--- config.mk ---
export PLATFORM = sky130hd
export DESIGN_NAME = lsu_mem_initiator
export DESIGN_NICKNAME = d
export VERILOG_FILES = /design/src/rtl/upower_mem_pkg.sv /design/src/rtl/lsu_extend.sv /design/src/rtl/lsu_mem_initiator.sv
export SDC_FILE = /design/constraint.sdc
export NUM_CORES = 1
export LEC_CHECK = 0
export CORE_ASPECT_RATIO = 1.1
export CORE_MARGIN = 2
export CORE_UTILIZATION = 25
export CTS_BUF_LIST = sky130_fd_sc_hd__clkbuf_16
export DETAILED_ROUTE_END_ITERATION = 6
export PLACE_DENSITY_LB_ADDON = 0.2
export SLEW_MARGIN = 20
export SYNTH_ARGS = -nofsm -noshare
export SYNTH_HDL_FRONTEND = slang
export SYNTH_SLANG_ARGS = --single-unit
--- constraint.sdc ---
create_clock -name clk -period 2.7 [get_ports clk]
set_input_delay 0.405 -clock clk [delete_from_list [all_inputs] [get_ports clk]]
set_output_delay 0.405 -clock clk [all_outputs]
set_load 0.005 [all_outputs]
--- src/rtl/upower_mem_pkg.sv ---
// Shared definitions for the uPower load/store path: opcodes, access size,
// error codes, initiator FSM states and opcode decode helpers.
package upower_mem_pkg;

  localparam logic [5:0] OP_LWZ = 6'd32;
  localparam logic [5:0] OP_LBZ = 6'd34;
  localparam logic [5:0] OP_STW = 6'd36;
  localparam logic [5:0] OP_STB = 6'd38;
  localparam logic [5:0] OP_LHZ = 6'd40;
  localparam logic [5:0] OP_LHA = 6'd42;
  localparam logic [5:0] OP_STH = 6'd44;
  localparam logic [5:0] OP_LD  = 6'd58;
  localparam logic [5:0] OP_STD = 6'd62;

  typedef enum logic [1:0] {SZ_BYTE, SZ_HALF, SZ_WORD, SZ_DWORD} mem_size_e;
  typedef enum logic [1:0] {ERR_OK, ERR_MISALIGN, ERR_TIMEOUT, ERR_ILLEGAL} err_e;
  typedef enum logic [1:0] {ST_IDLE, ST_REQ, ST_RESP, ST_DONE} state_e;

  typedef struct packed {
    logic      legal;
    logic      is_load;
    mem_size_e size;
  } op_info_t;

  // Classify a primary opcode; anything outside the table is illegal.
  function automatic op_info_t decode_op(input logic [5:0] op);
    op_info_t i;
    i.legal   = 1'b1;
    i.is_load = 1'b0;
    i.size    = SZ_BYTE;
    case (op)
      OP_LBZ: begin i.is_load = 1'b1; i.size = SZ_BYTE;  end
      OP_LHZ: begin i.is_load = 1'b1; i.size = SZ_HALF;  end
      OP_LHA: begin i.is_load = 1'b1; i.size = SZ_HALF;  end
      OP_LWZ: begin i.is_load = 1'b1; i.size = SZ_WORD;  end
      OP_LD:  begin i.is_load = 1'b1; i.size = SZ_DWORD; end
      OP_STB: i.size = SZ_BYTE;
      OP_STH: i.size = SZ_HALF;
      OP_STW: i.size = SZ_WORD;
      OP_STD: i.size = SZ_DWORD;
      default: i.legal = 1'b0;
    endcase
    return i;
  endfunction

  // Natural alignment check on the low address bits.
  function automatic logic misaligned(input mem_size_e sz, input logic [2:0] ea_lo);
    case (sz)
      SZ_HALF:  return ea_lo[0];
      SZ_WORD:  return |ea_lo[1:0];
      SZ_DWORD: return |ea_lo;
      default:  return 1'b0;
    endcase
  endfunction

endpackage

--- src/rtl/lsu_extend.sv ---
// Combinational load-data extension: picks the low byte/half/word of the
// raw memory data and zero- or sign-extends it according to the opcode.
module lsu_extend
  import upower_mem_pkg::*;
#(
  parameter int DATA_W = 64
) (
  input  logic [5:0]        opcode,
  input  logic [DATA_W-1:0] raw,
  output logic [DATA_W-1:0] result
);

  // Select and extend; ld (and anything else) passes the full width.
  always_comb begin
    result = raw;
    case (opcode)
      OP_LBZ: result = {{(DATA_W-8){1'b0}},  raw[7:0]};
      OP_LHZ: result = {{(DATA_W-16){1'b0}}, raw[15:0]};
      OP_LHA: result = {{(DATA_W-16){raw[15]}}, raw[15:0]};
      OP_LWZ: result = {{(DATA_W-32){1'b0}}, raw[31:0]};
      default: result = raw;
    endcase
  end

endmodule

--- src/rtl/lsu_mem_initiator.sv ---
// Load/store initiator: takes one decoded load/store from execute, runs a
// req/ack access to data memory, extends load data into a one-cycle
// writeback and reports completion with an error code.
module lsu_mem_initiator
  import upower_mem_pkg::*;
#(
  parameter int ADDR_W  = 64,
  parameter int DATA_W  = 64,
  parameter int TIMEOUT = 16
) (
  input  logic              clk,
  input  logic              rst_n,
  input  logic              cmd_valid,
  output logic              cmd_ready,
  input  logic [5:0]        cmd_opcode,
  input  logic [ADDR_W-1:0] cmd_ea,
  input  logic [DATA_W-1:0] cmd_wdata,
  input  logic [4:0]        cmd_rd,
  output logic              mem_req,
  output logic              mem_we,
  output logic [ADDR_W-1:0] mem_addr,
  output logic [DATA_W-1:0] mem_wdata,
  output logic [1:0]        mem_size,
  input  logic              mem_ack,
  input  logic [DATA_W-1:0] mem_rdata,
  output logic              wb_en,
  output logic [4:0]        wb_rd,
  output logic [DATA_W-1:0] wb_data,
  output logic              done,
  output logic [1:0]        err
);

  localparam int CNT_W = $clog2(TIMEOUT + 1);

  state_e            state_q, state_d;
  err_e              err_q, err_d;
  op_info_t          cmd_info;
  logic              accept;
  logic [5:0]        op_q;
  logic [ADDR_W-1:0] ea_q;
  logic [DATA_W-1:0] wdata_q, wdata_mask;
  logic [DATA_W-1:0] rdata_q, ext_data;
  logic [4:0]        rd_q;
  logic              is_load_q;
  mem_size_e         size_q;
  logic [CNT_W-1:0]  cnt_q;

  assign cmd_info = decode_op(cmd_opcode);
  assign accept   = (state_q == ST_IDLE) && cmd_valid;

  // Size-mask store data at accept so the memory side only sees clean bits.
  always_comb begin
    wdata_mask = '0;
    case (cmd_info.size)
      SZ_BYTE:  wdata_mask[7:0]  = cmd_wdata[7:0];
      SZ_HALF:  wdata_mask[15:0] = cmd_wdata[15:0];
      SZ_WORD:  wdata_mask[31:0] = cmd_wdata[31:0];
      default:  wdata_mask       = cmd_wdata;
    endcase
  end

  // State and error-code register.
  always_ff @(posedge clk) begin
    if (!rst_n) begin
      state_q <= ST_IDLE;
      err_q   <= ERR_OK;
    end else begin
      state_q <= state_d;
      err_q   <= err_d;
    end
  end

  // Next-state: decode/alignment errors skip memory entirely; ack beats timeout.
  always_comb begin
    state_d = state_q;
    err_d   = err_q;
    case (state_q)
      ST_IDLE: begin
        if (cmd_valid) begin
          if (!cmd_info.legal) begin
            state_d = ST_DONE;
            err_d   = ERR_ILLEGAL;
          end else if (misaligned(cmd_info.size, cmd_ea[2:0])) begin
            state_d = ST_DONE;
            err_d   = ERR_MISALIGN;
          end else begin
            state_d = ST_REQ;
            err_d   = ERR_OK;
          end
        end
      end
      ST_REQ: begin
        if (mem_ack) begin
          state_d = ST_RESP;
        end else if (cnt_q == CNT_W'(1)) begin
          // Counter reaches 0 at the end of this cycle: TIMEOUT REQ cycles seen.
          state_d = ST_DONE;
          err_d   = ERR_TIMEOUT;
        end
      end
      ST_RESP: state_d = ST_DONE;
      default: state_d = ST_IDLE;
    endcase
  end

  // Command latch, timeout down-counter and read-data capture.
  always_ff @(posedge clk) begin
    if (!rst_n) begin
      op_q      <= '0;
      ea_q      <= '0;
      wdata_q   <= '0;
      rd_q      <= '0;
      is_load_q <= 1'b0;
      size_q    <= SZ_BYTE;
      cnt_q     <= '0;
      rdata_q   <= '0;
    end else begin
      if (accept) begin
        op_q      <= cmd_opcode;
        ea_q      <= cmd_ea;
        wdata_q   <= cmd_info.is_load ? '0 : wdata_mask;
        rd_q      <= cmd_rd;
        is_load_q <= cmd_info.is_load;
        size_q    <= cmd_info.size;
        cnt_q     <= CNT_W'(TIMEOUT);
      end
      if (state_q == ST_REQ) begin
        cnt_q <= cnt_q - CNT_W'(1);
        if (mem_ack) rdata_q <= mem_rdata;
      end
    end
  end

  lsu_extend #(.DATA_W(DATA_W)) u_extend (
    .opcode (op_q),
    .raw    (rdata_q),
    .result (ext_data)
  );

  // Outputs decoded from state; everything is zero outside its own state.
  always_comb begin
    cmd_ready = 1'b0;
    mem_req   = 1'b0;
    mem_we    = 1'b0;
    mem_addr  = '0;
    mem_wdata = '0;
    mem_size  = '0;
    wb_en     = 1'b0;
    wb_rd     = '0;
    wb_data   = '0;
    done      = 1'b0;
    err       = '0;
    case (state_q)
      ST_IDLE: cmd_ready = 1'b1;
      ST_REQ: begin
        mem_req   = 1'b1;
        mem_we    = !is_load_q;
        mem_addr  = ea_q;
        mem_wdata = wdata_q;
        mem_size  = size_q;
      end
      ST_RESP: begin
        if (is_load_q) begin
          wb_en   = 1'b1;
          wb_rd   = rd_q;
          wb_data = ext_data;
        end
      end
      default: begin
        done = 1'b1;
        err  = err_q;
      end
    endcase
  end

endmodule

==> out/qor.yml <==
die:
  row_count: 75
  start_util_pct: 25.2
  die_y_um: 209
  io_pins: 413
  core-area_um2: 38000
  dieArea_um2: 39900
  fp.dieW_um: 191
min_path:
  hold_path.class: "input port to register"
clock_tree:
  cts_buffer_depth: 3
  cts.sinks: 215
  cts_tree: "built"
  clk_pin_slew_worst_paths_ps: 60
  hold_buffers: 0
  htree_levels: 1
  cts_buffers: 26
  clk_latency_ps: 540
  cts_root_buf: "clkbuf_16"
global_route:
  grt_pass1_vias: 9042
  overflow: 0
  grt_max_degree: 78
  grt_use_total_pct: 16.4
  antenna_found_initial: 2
  grt_pass1_wl_um: 51500
critical_path:
  cp_slowest_cell: "nor4b_4"
  end_kind: "primary output"
  crit_arrival_ps: 2200
  crit_required_ps: 2300
  crit_top_cell: "buf_4"
  critical_path.cell_chain: "nor4b_4 > buf_4 > a31oi_1 > buf_4 > buf_4 > and2_1 > dlygate4sd2_1"
  cpPeakStageDelay_ps: 340
  crit_type: "register to primary output"
  startpoint_type: "register"
  critical_path_peak_fanout: 3
synthesis:
  synth-edff-count: 0
  synthDistinctLibCells: 42
  synth_nets: 1369
  synth_most_common_cell: "nand2_1"
  seq_area_frac_synth_pct: 44.9
  synth_top_area_share_pct: 44.9
  syn-cell-area_um2: 9590
  yosysTopAreaCell: "dfxtp_1"
  ys_warn_count: 0
  ys_ff_latch: 215
  postSynthCellCount: 1156
  synth.avg_cell_area_um2: 8.29
  synthTopCellsByCount: "305 x nand2_1, 215 x dfxtp_1, 145 x and2_1, 142 x a21boi_0, 73 x clkbuf_1"
  synth_ff_type: "dfxtp_1"
  synth.area.top_cells: "dfxtp_1 45%, nand2_1 12%, a21boi_0 11%, and2_1 9.5%, nor2b_1 3.8%"
  async_flop_share_pct: 0
sta:
  setup_violations: 0
  fin_crit_sh_pct: 96.4
  clock.fmax_mhz: 384
  setup_slack_ps: 96.1
  slew_headroom_pct: 52.3
  period_minus_slack_ps: 2600
  rsz0062_at_grt: "false"
  slew_viol_final: 0
  worstMarginPinSlew_ps: 715
  final-hold-violation-count: 0
  finalClockSkew_ps: 4.44
cells_and_area:
  n_fill_cell: 3845
  area_growth_pct: 59.8
  utilization_pct: 40.3
  fin_nets: 1755
  drive_above_1_share_pct: 6.23
placement:
  place_hpwl_um: 23500
  port_buffers: 412
  routabilityCongestion: 0.789
  pre_cts_slack_ps: 245
flow_run:
  maxCapViolCount: 0
routing:
  wl_met2_um: 16000
  ant_nets: 0
  drc_errors: 0
  wl_met1_um: 14500
  vias: 9130
  via_per_inst: 4.43
  top_layer: "met4"
  first_pass_iters: 4
  drt_iter0_drc: 302
  route.met3.wl_um: 2900
  routed_wl_um: 34300
  wl_per_cell_um: 16.6
power_and_ir_drop:
  p_per_area_nw_per_um2: 619
  ir_worst_vdd_mv: 0.396
  leakagePower_nw: 6.24
  finalPower_mw: 9.49
status:
  status: "complete, no violations"
-- state kept, by name, indices dropped and copies added (netlist names) --
register   cells
cnt_q          5
is_load_q      1
state_q        2
err_q          2
size_q         2
wdata_q       64
rd_q           5
ea_q          64
op_q           6
rdata_q       64
-- what timing repair did --
item	in CTS	in global routing
pin swaps	1	2
buffers inserted	8	3
gates resized for setup	26	47
setup endpoints to repair	161	40
gates cloned	0	2
-- worst paths after layout --
kind         startpoint          end  slack (ps)  cells after the start
max reg2reg  state_q[1]  wdata_q[10]         550                      6
min               rst_n      ea_q[0]         210                      2
max             op_q[0]  wb_data[14]         100                      7
min reg2reg    ea_q[27]     ea_q[27]         460                      2
-- where the power goes --
| part | internal [mW] | switching (mW) |
|---|---|---|
| registers | 3.57 | 0.222 |
| logic | 1.13 | 1.40 |
| clock network | 1.78 | 1.38 |
| total | 6.49 | 3.00 |
-- worst max-delay path: cells and delay by family, from the launching register on --
family                 cells  cell delay [ps]
and+or+nand+nor            2              490
AOI/OAI and AO/OA          1               80
DFF                        1              330
buffers and inverters      4              760
-- placed cells by master, fill, tap and decap left out, types with 28 or more instances in the layout --
cell,n
a21boi_0,142
a22oi_1,48
and2_1,143
clkbuf_16,28
clkdlybuf4s50_1,354
dfxtp_1,212
dlymetal6s2s_1,37
nand2_1,301
nor2b_1,58
o21a_1,32
-- layout make-up --
| type | count | area [µm²] | area share, % |
|---|---|---|---|
| Tap cell | 500 | 626 | 4.08 |
| Timing Repair Buffer | 453 | 4660 | 30.4 |
| Clock inverter | 16 | 73.8 | 0.482 |
| Multi-Input combinational cell | 835 | 4920 | 32.1 |
| Clock buffer | 27 | 676 | 4.41 |
| Antenna cell | 2 | 5.00 | 0.0327 |
| Inverter | 11 | 41.3 | 0.270 |
| Sequential cell | 215 | 4310 | 28.1 |
-- cells by family (layout without fill, tap and decap cells) --
logic type                 after synthesis  after routing  share of synthesized area (%)
muxes                                    4              4                          0.431
other                                    0              2                              0
AOI/OAI and AO/OA                      280            280                           21.6
DFF                                    215            215                           44.9
adders and majority gates                6              6                          0.783
and+or+nand+nor                        545            545                           27.8
buffers and inverters                  106            507                           4.48
-- through the flow --
| stage | hold slack (ps) | cell area [µm²] | std cells | TNS (ps) |
|---|---|---|---|---|
| after floorplan | 436 | 9590 | 1156 | 0 |
| after global placement | 446 | 14300 | 2001 | 0 |
| after detailed placement | 452 | 14300 | 2001 | 0 |
| after CTS | 177 | 15100 | 2052 | -166 |
| after global routing | 201 | 15300 | 2058 | 0 |
| final | 214 | 15300 | 2059 | 0 |
-- per-layer routing --
layer	GRT usage, %	up-vias
met1	20.3	4193
li1	-	4575
met3	4.52	49
met4	4.89	0
met5	0	-
met2	27.6	313
Note: power is estimated with default switching activity, not from simulation.
==> variant 1, RTL diff (same flow settings) <==
`DATA_W` is set to 64 in 2 places; all go to 72.
--- a/src/rtl/lsu_extend.sv
+++ b/src/rtl/lsu_extend.sv
@@ -4,5 +4,5 @@
   import upower_mem_pkg::*;
 #(
-  parameter int DATA_W = 64
+  parameter int DATA_W = 72
 ) (
   input  logic [5:0]        opcode,
--- a/src/rtl/lsu_mem_initiator.sv
+++ b/src/rtl/lsu_mem_initiator.sv
@@ -6,5 +6,5 @@
 #(
   parameter int ADDR_W  = 64,
-  parameter int DATA_W  = 64,
+  parameter int DATA_W  = 72,
   parameter int TIMEOUT = 16
 ) (
Ports: changed (resized cmd_wdata, mem_rdata, mem_wdata and wb_data); port bits go from 413 to 445. The function was not compared with the original's and may differ.
==> variant 1 against the original RTL <==
Non-clock buffer count rose by 30; critical path type unchanged; routed wire length rose by 11%; largest power group unchanged; synthesized cell count rose by 7.3%; sequential cell count rose by 16; area after synthesis rose by 7.6%; final area rose by 6.0%; core utilization fell by 0.68 points; register-to-register slack got worse by 20 ps; setup slack got worse by 2.1 ps; sequential share of layout area rose by 0.36 points; sequential power rose by 6.9%; power rose by 6.0%; combinational power rose by 4%.
==> variant 1: results <==
metrics = {
    "sta": {
        "final.hold.worst_slack_ps": 268.7,
        "tightest_slew_ps": 830.6,
    },
    "place": {
        "postPlaceCellArea_um2": 15350,
        "dp_hpwl_um": 25960,
        "numPortBuffers": 444,
        "place.gp.congestion": 0.7726,
    },
    "yosys": {
        "synth_fa_ha_area_share_pct": 0.7280,
        "muxShareOfSynthArea_pct": 0.5096,
        "synth.distinct_cells": 43,
        "synth_nets": 1469,
        "seq_area_frac_synth_pct": 44.84,
        "yosys-top-cells-area": "dfxtp_1, nand2_1, a21boi_0",
        "ys_top_cells_by_count": "nand2_1, dfxtp_1, and2_1, a21boi_0, clkbuf_1",
    },
    "grt": {
        "track_usage_pct": 16.80,
        "grt_pass1_wl_um": 56760,
        "antenna_found_initial": 3,
        "met2_usage_pct": 27.46,
        "first_global_vias": 9555,
        "grt_max_degree": 82,
        "use_met1_pct": 21.29,
    },
    "cells_and_area": {
        "fillCellCount": 4227,
        "reg_top3": "rdata_q: 72 flops, wdata_q: 72 flops, ea_q: 64 flops",
        "final_nets": 1874,
        "final_layout_size_suffix_gt1_share_pct": 5.646,
    },
    "routing": {
        "drt_wl_total_um": 37920,
        "drt_iter0_drc": 391,
        "vias": 9820,
        "wl_met3_um": 3544,
        "wl_met1_um": 16730,
        "topRoutingLayerUsed": "met5",
        "wl_met2_um": 17020,
    },
    "setup_path": {
        "crit_end": "wb_data[12]",
        "r2r_slack_ps": 530,
        "crit_fanout": 8,
        "cp_slowest_cell": "clkdlybuf4s50_1",
        "crit_start": "state_q[0]",
        "r2r-end": "rdata_q[60]",
        "critPathMaxStageDelay_ps": 490,
        "r2r_cells": 8,
    },
    "cts": {
        "htree_levels": 1,
        "cts_buffers": 27,
        "cts_setup_buffers": 7,
    },
    "power": {
        "seq_power_share_pct": 40.3,
        "seq_power_mw": 4.05,
        "p_int_mw": 6.876,
        "ir_drop_uv": 428.8,
        "p_leak_nw": 6.104,
        "power_frac_comb_pct": 26.2,
    },
    "outcome": {
        "status": "complete, no violations",
    },
    "hold_path": {
        "hold_path_end": "ea_q[48]",
    },
}
-- variant 1: cell count changes after synthesis, moves of 2 or more --
cell,before,now
a21boi_0,142,149
a21oi_1,25,23
a22oi_1,48,40
a32oi_1,0,16
and2_1,145,153
buf_1,7,4
clkbuf_1,73,88
dfxtp_1,215,231
nand2_1,305,321
nor2b_1,58,65
o21a_1,32,40
-- variant 1: layout make-up --
cell class	count	area [um2]	area share (%)
Antenna cell	1	2.502	0.01541
Clock buffer	27	675.6	4.160
Clock inverter	22	118.9	0.7318
Inverter	12	45.04	0.2773
Multi-Input combinational cell	890	5270	32.45
Sequential cell	231	4629	28.50
Tap cell	520	650.6	4.006
Timing Repair Buffer	483	4850	29.86
-- variant 1: stage by stage --
step / cells / worst slack [ps]
floorplan: 1240 / 778.7
global placement: 2128 / 295.4
detailed placement: 2128 / 314.4
CTS: 2185 / 15.97
global route: 2186 / -5.510
finish: 2186 / 93.94
==> variant 2, RTL diff (config.mk and constraints unchanged) <==
Without the edit above. Make the reset (`rst_n`) asynchronous in 2 clocked blocks.
--- a/src/rtl/lsu_mem_initiator.sv
+++ b/src/rtl/lsu_mem_initiator.sv
@@ -61,5 +61,5 @@
 
   // State and error-code register.
-  always_ff @(posedge clk) begin
+  always_ff @(posedge clk or negedge rst_n) begin
     if (!rst_n) begin
       state_q <= ST_IDLE;
@@ -105,5 +105,5 @@
 
   // Command latch, timeout down-counter and read-data capture.
-  always_ff @(posedge clk) begin
+  always_ff @(posedge clk or negedge rst_n) begin
     if (!rst_n) begin
       op_q      <= '0;
Function: differs if rst_n is asserted again (counterexample within 4 cycles, from zero or initial values and one cycle with rst_n low); with rst_n held inactive, the same outputs for 4 cycles.
==> variant 2 against the original RTL <==
Routed wire length is 1.2% lower; sequential share of layout area is 6.1 points higher; sequential power is 34% higher; die area is 0.65% higher; setup slack worse by 6.1 ps; cell count is 7.5% lower; area after synthesis is 0.67% higher; final area is 2.6% higher; power is 42% higher; sequential cell count stayed put; critical path depth stayed put; hold slack better by 180 ps.
==> variant 2: results <==
metrics = {
    "outcome": {
        "status": "complete, no violations",
    },
    "cells_and_area": {
        "final_nets": 1594,
        "fillCellCount": 3827,
        "fin_cells": 1904,
    },
    "setup_path": {
        "r2r_cells": 9,
        "r2r_slack_ps": 470,
        "crit_start": "op_q[0]",
        "crit_fanout": 16,
    },
    "routing": {
        "wl_per_cell_um": 17.78,
        "vias_per_cell": 4.392,
        "wl_met3_um": 2672,
        "drt_iter0_drc": 322,
    },
    "sta": {
        "clock.fmax_ghz": 0.3831,
        "final.hold.worst_slack_ps": 398.0,
    },
    "power": {
        "power_frac_clock_pct": 26.7,
        "ir_drop_uv": 516.9,
        "powerComb_mw": 4.80,
    },
    "place": {
        "postPlaceCellArea_um2": 14480,
        "dp_hpwl_um": 23070,
        "dp_cells": 1826,
        "place.gp.congestion": 0.7849,
        "dp_slack_ps": 311.3,
    },
    "grt": {
        "grt_pass1_wl_um": 50880,
        "first_global_vias": 8660,
    },
    "yosys": {
        "synth_fa_ha_area_share_pct": 0.7780,
        "ys_top_cells_by_count": "nand2_1, dfrtp_1, and2_1, mux2_2",
        "muxShareOfSynthArea_pct": 7.469,
        "seq_area_frac_synth_pct": 55.76,
        "yosys-top-cells-area": "dfrtp_1, nand2_1, and2_1",
        "synth_compound_area_share_pct": 10.74,
        "synth.distinct_cells": 37,
    },
}
==> variant 2: changes by cell type in the layout (fill, tap and decap cells not counted), moves of 21 or more <==
cell	change
dfrtp_1	+215
dfxtp_1	-212
a21boi_0	-142
mux2_2	+63
nor2b_1	-55
a22oi_1	-47
clkdlybuf4s50_1	-42
a22o_1	+41
dlygate4sd2_1	+40
nand2_1	-40
dlymetal6s2s_1	-21
==> variant 2: what timing repair did <==
item / CTS / global route
hold buffers: 1 / 0
resized for setup: 108 / 45
pin swaps: 2 / 3
gates cloned: 3 / 3
setup endpoints to repair: 149 / 111
endpoints found under the hold margin: 64 / 0
setup buffers: 19 / 1
==> variant 2: worst min path at each step <==
| stage | from | to |
|---|---|---|
| finish | cmd_ea[15] | ea_q[15] |
| global route | cmd_ea[15] | ea_q[15] |
| floorplan | rst_n | cnt_q[0] |
| detailed placement | rst_n | rdata_q[33] |
| global placement | rst_n | rdata_q[37] |
| CTS | cmd_ea[27] | ea_q[27] |
==> variant 2: critical path, cell delays in order, from the launching register on <==
cell and delay (ps):
dfrtp_1 400, nor4b_4 370, buf_6 180, a21oi_4 70
buf_4 140, buf_12 140, o21a_1 110, dlygate4sd2_1 260
==> variant 2: area by class of cell <==
class	instances	area [um2]	area share, %
Sequential cell	215	5380	34.22
Clock buffer	27	675.6	4.297
Multi-Input combinational cell	661	4030	25.63
Timing Repair Buffer	465	4766	30.31
Tap cell	500	625.6	3.979
Inverter	12	45.04	0.2865
Clock inverter	21	192.7	1.226
Antenna cell	3	7.507	0.04775
==> variant 2: layer usage <==
| metal | global-route usage (%) | up-vias |
|---|---|---|
| met5 | 0 | - |
| met4 | 4.244 | 0 |
| met3 | 4.912 | 51 |
| met1 | 20.36 | 4025 |
| li1 | - | 4011 |
| met2 | 26.74 | 275 |
